<file path="src/rtl/uart_pkg.sv">
// Shared types and sizing helpers for the UART transmit arbiter and its
// round-robin picker.
package uart_pkg;

  typedef enum logic [2:0] {
    ST_IDLE      = 3'd0,
    ST_LAUNCH    = 3'd1,
    ST_WAIT_ACK  = 3'd2,
    ST_WAIT_DONE = 3'd3
  } uart_arb_state_t;

  // Bits needed to index n requesters; never less than one.
  function automatic int idx_width(input int n);
    return (n > 1) ? $clog2(n) : 1;
  endfunction

  // Bits needed for a timer that counts 0 .. max_count-1.
  function automatic int cnt_width(input int max_count);
    return (max_count > 1) ? $clog2(max_count) : 1;
  endfunction

endpackage

</file>
<file path="src/rtl/uart_rr_pick.sv">
// Combinational round-robin picker: first set request at or above rr_ptr,
// wrapping modulo NUM_REQ.
module uart_rr_pick
  import uart_pkg::*;
#(
  parameter int NUM_REQ = 4
) (
  input  logic [NUM_REQ-1:0]             req,
  input  logic [idx_width(NUM_REQ)-1:0]  rr_ptr,
  output logic [NUM_REQ-1:0]             grant,
  output logic [idx_width(NUM_REQ)-1:0]  grant_idx,
  output logic                           any
);

  localparam int IW = idx_width(NUM_REQ);
  localparam logic [IW:0] NUM_REQ_W = (IW+1)'(NUM_REQ);

  logic [IW-1:0] ptr_eff;
  logic [IW-1:0] j_idx;
  int            j;

  // An out-of-range pointer (non-power-of-two counts) restarts the search at 0.
  assign ptr_eff = ({1'b0, rr_ptr} < NUM_REQ_W) ? rr_ptr : '0;

  always_comb begin
    // NOTE: every output and temporary gets a default first so no latch is inferred.
    grant     = '0;
    grant_idx = '0;
    any       = 1'b0;
    j         = 0;
    j_idx     = '0;
    for (int k = 0; k < NUM_REQ; k++) begin
      j = int'(ptr_eff) + k;
      if (j >= NUM_REQ) j = j - NUM_REQ;
      j_idx = IW'(j);
      if (!any && req[j_idx]) begin
        any          = 1'b1;
        grant[j_idx] = 1'b1;
        grant_idx    = j_idx;
      end
    end
  end

endmodule

</file>
<file path="src/rtl/uart_tx_arbiter.sv">
// Round-robin arbiter sharing one UART transmitter between NUM_REQ byte
// requesters, with multi-byte frame locking and launch/acknowledge sequencing.
module uart_tx_arbiter
  import uart_pkg::*;
#(
  parameter int NUM_REQ        = 4,
  parameter int data_bits      = 8,
  parameter int accept_timeout = 16,
  parameter int lock_timeout   = 4096
) (
  input  logic                            clk,
  input  logic                            rst,
  input  logic [NUM_REQ-1:0]              req_valid,
  input  logic [NUM_REQ*data_bits-1:0]    req_data,
  input  logic [NUM_REQ-1:0]              req_last,
  output logic [NUM_REQ-1:0]              req_ready,
  output logic                            tx_start,
  output logic [data_bits-1:0]            tx_data,
  input  logic                            tx_busy,
  output logic [idx_width(NUM_REQ)-1:0]   grant_id,
  output logic                            grant_active,
  output logic                            lock_active,
  output logic                            accept_err
);

  localparam int IW = idx_width(NUM_REQ);
  localparam int AW = cnt_width(accept_timeout);
  localparam int LW = cnt_width(lock_timeout);
  localparam logic [AW-1:0] ACK_LAST  = AW'(accept_timeout - 1);
  localparam logic [LW-1:0] LOCK_LAST = LW'((lock_timeout > 0) ? lock_timeout - 1 : 0);
  localparam logic [IW-1:0] LAST_IDX  = IW'(NUM_REQ - 1);
  localparam bit            LOCK_RELEASE_EN = (lock_timeout != 0);

  uart_arb_state_t   state;
  logic [IW-1:0]     rr_ptr;
  logic              lock;
  logic [IW-1:0]     owner;
  logic [AW-1:0]     ack_timer;
  logic [LW-1:0]     lock_timer;

  logic [data_bits-1:0] req_bytes [NUM_REQ];
  logic [NUM_REQ-1:0]   owner_mask;
  logic [NUM_REQ-1:0]   elig;
  logic [IW-1:0]        pick_ptr;
  logic [NUM_REQ-1:0]   pick_grant;
  logic [IW-1:0]        pick_idx;
  logic                 pick_any;
  logic                 idle_free;
  logic                 handshake;
  logic                 pick_last;
  logic                 owner_valid;
  logic                 ack_expire;
  logic                 lock_expire;

  for (genvar i = 0; i < NUM_REQ; i++) begin : g_unpack
    assign req_bytes[i] = req_data[i*data_bits +: data_bits];
  end

  function automatic logic [IW-1:0] next_idx(input logic [IW-1:0] i);
    return (i == LAST_IDX) ? '0 : i + IW'(1);
  endfunction

  // Under a frame lock only the owner may compete, searched from its own slot.
  assign owner_mask  = NUM_REQ'(1) << owner;
  assign owner_valid = |(req_valid & owner_mask);
  assign elig        = lock ? (req_valid & owner_mask) : req_valid;
  assign pick_ptr    = lock ? owner : rr_ptr;

  uart_rr_pick #(.NUM_REQ(NUM_REQ)) u_pick (
    .req       (elig),
    .rr_ptr    (pick_ptr),
    .grant     (pick_grant),
    .grant_idx (pick_idx),
    .any       (pick_any)
  );

  assign idle_free  = (state == ST_IDLE) && !tx_busy;
  assign req_ready  = idle_free ? pick_grant : '0;
  assign handshake  = idle_free && pick_any;
  assign pick_last  = |(req_last & pick_grant);

  assign ack_expire  = (state == ST_WAIT_ACK) && !tx_busy && (ack_timer == ACK_LAST);
  assign lock_expire = LOCK_RELEASE_EN && (state == ST_IDLE) && lock && !owner_valid
                       && (lock_timer == LOCK_LAST);

  assign tx_start     = (state == ST_LAUNCH);
  assign grant_active = (state == ST_LAUNCH) || (state == ST_WAIT_ACK) || (state == ST_WAIT_DONE);
  assign lock_active  = lock;
  assign accept_err   = ack_expire;

  // NOTE: sequential state uses non-blocking assignments so every register samples pre-edge values.
  always_ff @(posedge clk or negedge rst) begin
    if (!rst) begin
      state      <= ST_IDLE;
      rr_ptr     <= '0;
      lock       <= 1'b0;
      owner      <= '0;
      ack_timer  <= '0;
      lock_timer <= '0;
      tx_data    <= '0;
      grant_id   <= '0;
    end else begin
      case (state)
        ST_IDLE: begin
          if (handshake) begin
            tx_data    <= req_bytes[pick_idx];
            grant_id   <= pick_idx;
            lock       <= !pick_last;
            lock_timer <= '0;
            if (!pick_last) owner <= pick_idx;
            state      <= ST_LAUNCH;
          end else if (lock_expire) begin
            lock       <= 1'b0;
            lock_timer <= '0;
            rr_ptr     <= next_idx(owner);
          end else if (LOCK_RELEASE_EN && lock && !owner_valid) begin
            lock_timer <= lock_timer + LW'(1);
          end
        end
        ST_LAUNCH: begin
          ack_timer <= '0;
          state     <= ST_WAIT_ACK;
        end
        ST_WAIT_ACK: begin
          if (tx_busy) begin
            state <= ST_WAIT_DONE;
          end else if (ack_expire) begin
            // The transmitter never took the byte: drop it and any frame it began.
            lock      <= 1'b0;
            rr_ptr    <= next_idx(grant_id);
            ack_timer <= '0;
            state     <= ST_IDLE;
          end else begin
            ack_timer <= ack_timer + AW'(1);
          end
        end
        ST_WAIT_DONE: begin
          if (!tx_busy) begin
            if (!lock) rr_ptr <= next_idx(grant_id);
            state <= ST_IDLE;
          end
        end
        default: state <= ST_IDLE;
      endcase
    end
  end

endmodule

</file>
<file path="config.mk">
export PLATFORM = sky130hd
export DESIGN_NAME = uart_tx_arbiter
export DESIGN_NICKNAME = d
export VERILOG_FILES = /design/src/rtl/uart_pkg.sv /design/src/rtl/uart_rr_pick.sv /design/src/rtl/uart_tx_arbiter.sv
export SDC_FILE = /design/constraint.sdc
export NUM_CORES = 1
export LEC_CHECK = 0
export CAP_MARGIN = 15
export CORE_AREA = 5 5 71 86
export CTS_CLUSTER_SIZE = 25
export DETAILED_ROUTE_END_ITERATION = 7
export DIE_AREA = 0 0 76 91
export PLACE_DENSITY = 0.9
export SYNTH_ARGS = -nofsm -noshare
export SYNTH_HDL_FRONTEND = slang
export SYNTH_SLANG_ARGS = --single-unit
</file>
<file path="constraint.sdc">
create_clock -name clk -period 3.4 [get_ports clk]
set_input_delay 1.02 -clock clk [delete_from_list [all_inputs] [get_ports clk]]
set_output_delay 1.02 -clock clk [all_outputs]
set_load 0.01 [all_outputs]
</file>
### Word level (Yosys, flattened, before mapping)

Index checks and enable logic that the tools add are counted.

| operators by class | value |
|---|---|
| reduce and logical (&&, ||, !) cells | 37 |
| $lt $le $gt $ge | 13 |
| equal/unequal tests | 16 |
| add/sub/neg operators | 11 |
| mux-type cells | 63 |
| shift operators | 1 |
| bitwise gates (word level) | 7 |

Operators by type and width:

| operator | number |
|---|---|
| 12-bit two-way mux | 3 |
| 2-bit two-way mux | 17 |
| 4-bit two-way mux | 8 |
| 8-bit binary-select mux with 2-bit select | 1 |
| 1-bit two-way mux | 16 |
| 8-bit two-way mux | 2 |
| 1-bit logical AND | 15 |
| 2-bit inequality test (second input constant) | 7 |
| 12-bit by 1-bit adder with 12-bit output (second input constant) | 1 |
| 12-bit == test (second input constant) | 1 |
| 3-bit greater-or-equal comparator (second input constant) | 4 |
| 2-bit by 3-bit < comparator with 1-bit output (second input constant) | 4 |
| 3-bit two-way mux | 4 |
| 4-bit bitwise OR | 3 |
| 3-bit case mux with 4 select lines | 1 |
| 4-bit AND | 2 |
| 1-bit binary-select mux with 2-bit select | 4 |
| 1-bit demux with 2-bit select | 4 |
| 2-bit by 1-bit greater-or-equal comparator with 1-bit output (second input constant) | 4 |
| 4-bit case mux with 2 select lines | 1 |
| 4-bit OR reduction | 2 |
| 2-bit by 1-bit subtractor with 2-bit output (second input constant) | 4 |
| 7-bit AND reduction | 1 |
| 2-bit by 2-bit adder with 3-bit output (second input constant) | 2 |
| other kinds (22) | 37 |

| word-level totals | value |
|---|---|
| input bits | 43 |
| logic and storage cells | 156 |
| flip-flop bits (word level) | 34 |
| output and inout port bits | 18 |

### Depth between registers and ports, before layout

Gate-level depths: netlist of the first run.

| logic depth | value |
|---|---|
| depth in word-level cells | 20 |
| depth in mapped cells | 11 |
| mapped depth without buffers | 10 |

### By module

A second synthesis of the first run with hierarchy kept.

| unflattened totals | value |
|---|---|
| cell total of the unflattened synthesis | 271 |
| area, all modules | 2,561.2 sq um |

Modules (own cells, without submodules):

| module | sequential area each (sq um) | times used | cells an instance | area an instance (sq um) |
|---|---|---|---|---|
| uart_tx_arbiter | 825.8 | 1 | 226 | 2,139.6 |
| uart_rr_pick | 0.0 | 1 | 45 | 421.7 |

### Worst setup path before layout of the first run

OpenSTA, ideal clock, no wires.

| timing | value |
|---|---|
| kind | register to output |
| from | register lock (netlist: lock_active) |
| to | output port req_ready[3] |
| arrival time | 2.417 ns |
| stages on the path, launching flop included | 11 |
| setup slack | -0.037 ns |
| path buffers | 1 |
| required time | 2.380 ns |
| cell sequence | dfrtp_1 buf_6 mux2i_4 ha_1 inv_1 a31oi_1 a32oi_2 a311o_1 and3_1 nor2_1 a21oi_1 |

| between the ends | value |
|---|---|
| cells in the longest elaborated chain, start to end | 16 |
| elaborated cells between the ends (all ways) | 62 |
| classes of those cells | add/sub (7); order compare (12); mux (30); bitwise (3); reduce/logical (10) |

RTL lines:

| what | RTL line | RTL |
|---|---|---|
| start, declared | uart_tx_arbiter.sv:36 | `logic lock;` |
| start signal, assigned | uart_tx_arbiter.sv:108 | `lock <= !pick_last;` |
| branches (longest 14 deep; another with 2-bit by 1-bit adder with 3-bit output) | n/a |  |
| 4-bit two-way mux * | uart_rr_pick.sv:36 | `if (!any && req[j_idx]) begin` |
| 4-bit two-way mux * | uart_tx_arbiter.sv:78 | `assign req_ready = idle_free ? pick_grant : '0;` |
| end, declared | uart_tx_arbiter.sv:16 | `output logic [NUM_REQ-1:0] req_ready,` |

Mark *: on every way between the ends. The select of a mux whose other input is x is not followed.

### Worst setup path in the final report of the first run

| timing | value |
|---|---|
| from | register lock (netlist: lock_active) |
| to | output port req_ready[0] |

Same word-level chain as after synthesis.

==> results of run 1 <==
[cell usage after synthesis, types with 3 or more instances]
library cell | instances | area (µm²)
a21oi_1 | 15 | 75.1
a21oi_4 | 3 | 48.8
a22oi_1 | 3 | 22.5
a31oi_1 | 4 | 25.0
and3_1 | 4 | 25.0
clkbuf_1 | 4 | 15.0
dfrtp_1 | 33 | 826
ha_1 | 15 | 188
inv_1 | 9 | 33.8
mux2_2 | 12 | 135
mux2i_1 | 4 | 40.0
mux4_1 | 8 | 210
nand2_1 | 25 | 93.8
nand2b_1 | 10 | 62.6
nand3_1 | 15 | 75.1
nand4_1 | 3 | 18.8
nor2_1 | 20 | 75.1
nor2b_1 | 4 | 25.0
nor3_1 | 6 | 30.0
o211ai_1 | 3 | 22.5
o21ai_0 | 15 | 75.1
or3_1 | 4 | 25.0
xor2_1 | 6 | 52.6
[stage by stage]
stage / total power [W] / worst slack (ps) / util, % / TNS [ps]
after floorplan: 0.00225 / 72.2 / - / 0
after global placement: 0.00336 / -728 / 69.9 / -3600
after detailed placement: 0.00347 / -769 / 69.9 / -4220
after CTS: 0.00497 / -52.9 / 79.9 / -166
after global routing: 0.00572 / -315 / 81.7 / -1180
final: 0.00543 / -220 / 81.7 / -746
[kinds of logic after synthesis]
logic type | synth area share, %
AND/OR/NAND/NOR | 19.6
AO/OA/AOI/OAI | 18.7
flip-flops | 32.1
multiplexers | 17.2
buffers and inverters | 2.72
adder cells (fa/ha/maj) | 7.29
XOR/XNOR | 2.38
[area by class of cell]
class,instances,share of cell area (%)
Clock inverter,3,1.53
Inverter,10,1.39
Clock buffer,5,1.62
Multi-Input combinational cell,215,44.2
Timing Repair Buffer,146,29.9
Sequential cell,33,19.6
Tap cell,62,1.83
[power groups by stage]
stage	registers [W]	clock network, W	logic (W)
after CTS	0.000657	0.000455	0.00386
after global placement	0.000642	0	0.00272
after detailed placement	0.000657	0	0.00282
final	0.000674	0.000454	0.00430
after global routing	0.000684	0.000472	0.00456
after floorplan	0.000662	0	0.00159
[metal layers]
metal	part of all wire (%)	wire length, µm	track usage [%]	vias up
met5	0	0	0	-
met4	7.4	760	20.3	0
met3	5.8	594	7.03	62
met2	55	5640	54.0	172
met1	32	3280	25.8	1443
li1	-	-	-	1276
[worst max-delay path, cell delays in order, from the launching register on]
cell,delay [ps]
dfrtp_2,470
mux2i_4,310
buf_6,190
buf_6,120
a31oi_4,100
a32oi_4,270
buf_6,170
nand2_2,50
o211ai_1,150
o21a_1,180
a21oi_1,50
nor2_1,100
buf_2,140
[registers in the layout, summed over array words and instances (netlist names)]
signal       flops
lock_timer      12
tx_data          8
ack_timer        4
grant_id         2
owner            2
rr_ptr           2
state            2
lock_active      1
[repair_timing]
| action | in CTS | in global routing |
|---|---|---|
| setup buffers | 31 | 10 |
| pin swaps | 18 | 16 |
| setup endpoints to repair | 5 | 7 |
| gates resized for setup | 71 | 14 |
| hold endpoints to repair | 0 | 0 |
[worst paths after layout]
check | endpoint | cells past startpoint | slack, ps | start
worst max-delay path | req_ready[0] | 12 | -220 | lock_active$_DFFE_PN0P_
worst min-delay path | tx_data[5]$_DFFE_PN0P_ | 1 | 510 | tx_data[5]$_DFFE_PN0P_
worst max register to register | owner[0]$_DFFE_PN0P_ | 18 | 40 | lock_active$_DFFE_PN0P_
worst min register to register | tx_data[5]$_DFFE_PN0P_ | 1 | 510 | tx_data[5]$_DFFE_PN0P_
max in group asynchronous | owner[0]$_DFFE_PN0P_ | 2 | 1950 | rst
min in group asynchronous | lock_timer[6]$_DFFE_PN0P_ | 2 | 1130 | rst
==> impl_metrics.csv, run 1 <==
group,metric,value,unit
run_status,run_status,"finished, violations left",
run_status,violations,"negative setup slack",
place,gp_congestion,0.919,
finish,fin_area,0.00424,mm²
finish,area_growth,64.8,%
power_and_ir_drop,seqPwrFrac,12.4,%
finish,stdcell_count,474,
floorplan,ios,61,
synth,synth-edff-count,0,
detailed_routing,vias,2953,
detailed_routing,vias_per_cell,6.23,
synth,synthFlopType,"dfrtp_1",
finish,layout_commonest_cell,"buf_4",
power_and_ir_drop,combPwrFrac,79.2,%
clock_tree,cts_max_level,2,
detailed_routing,finalWirelength,10.3,mm
sta,hold_viol_final,0,
power_and_ir_drop,swShare,42.0,%
sta,fmaxAchievable,0.276,GHz
power_and_ir_drop,pwr_density_cell,1280,mW/mm²
clock_tree,clock-sinks,33,
finish,layout_common_cells,"buf_4 (76), clkdlybuf4s50_1 (51), dfrtp_1 (30)",
clock_tree,cts_tree,"yes",
detailed_routing,ant_nets,0,
finish,drive_above_1_share,39.1,%
synth,syn-instance-count,264,
synth,syn_area,0.00257,mm²
power_and_ir_drop,ir_worst_vdd,0.589,mV
detailed_routing,drc,0,
worst_setup_path,critPathRequiredTime,2380,ps
power_and_ir_drop,power_leakage,1.87,nW
finish,antenna_cells,0,
synth,synth_fp_nets,322,
finish,multi_input_area,0.00187,mm²
min_path,min-delay-path-class,"reg2reg",
finish,final_nets,469,
clock_tree,clkLatencyLatePin,300,ps
power_and_ir_drop,p_sw,0.00228,W
grt,grt_max_degree,34,
floorplan,die-area,0.00692,mm²
sta,worst_clock_skew,9.46,ps
worst_setup_path,cp.arrival,2600,ps
place,place_area,0.00363,mm²
clock_tree,cts_buffers,5,
run,max_cap_viol_count,0,
detailed_routing,drt_iter0_drc,155,
sta,rsz0062_at_grt,"true",
floorplan,core_area,0.00519,mm²
grt,globalRouteOverflowTotal,0,
power_and_ir_drop,p_int,0.00315,W
floorplan,start_util,49.6,%
sta,slew_headroom,71.5,%
floorplan,rows,29,
floorplan,dieHeight,91,µm
grt,antenna_found_initial,0,
sta,worst_pin_slew,423,ps
sta,worst_slack,-220,ps
grt,grt_use_total,28.5,%
sta,finalSetupViolCount,4,
place,numPortBuffers,60,
grt,first_global_vias,3201,
worst_setup_path,critical_path.endpoint_type,"output pin",
synth,syn_avg_cell_area,9.75,µm²
worst_setup_path,crit_path_max_fanout,7,
synth,ys_warn_count,0,
finish,nFillCells,280,
floorplan,dieWidth,76,µm
synth,synth-seq-cells,33,
sta,period_share,106,%
place,dp_cells,430,
clock_tree,cts_root_buf,"clkbuf_8",
synth,seq_area_frac_synth,32.1,%
clock_tree,cts_buffer_depth,2,
worst_setup_path,critPathLaunchType,"register",
sta,maxSlewViolCount,0,
place,dpl.hpwl,5.96,mm
detailed_routing,routedWlPerCell,21.7,µm
worst_setup_path,worstSetupPathType,"reg2out",
synth,ys_async_sr_fraction,100,%
sta,period_minus_slack,3620,ps
sta,whs,514,ps
grt,grt_pass1_wl,15.8,mm
power_and_ir_drop,clockPowerShare,8.4,%
clock_tree,hold_buffers,0,
detailed_routing,dr.pass1.iters,5,
synth,ys_types,52,
clock_tree,clk_pin_slew,80,ps
finish,ff_latch_area,830,µm²
No activity file was read; power rests on OpenSTA's default activity.
==> inputs of run 2 (changes only) <==
Settings changed: CAP_MARGIN 15 to 20.
==> results of run 2 <==
The final DEF is identical to that of run 1; final timing and power are the same.
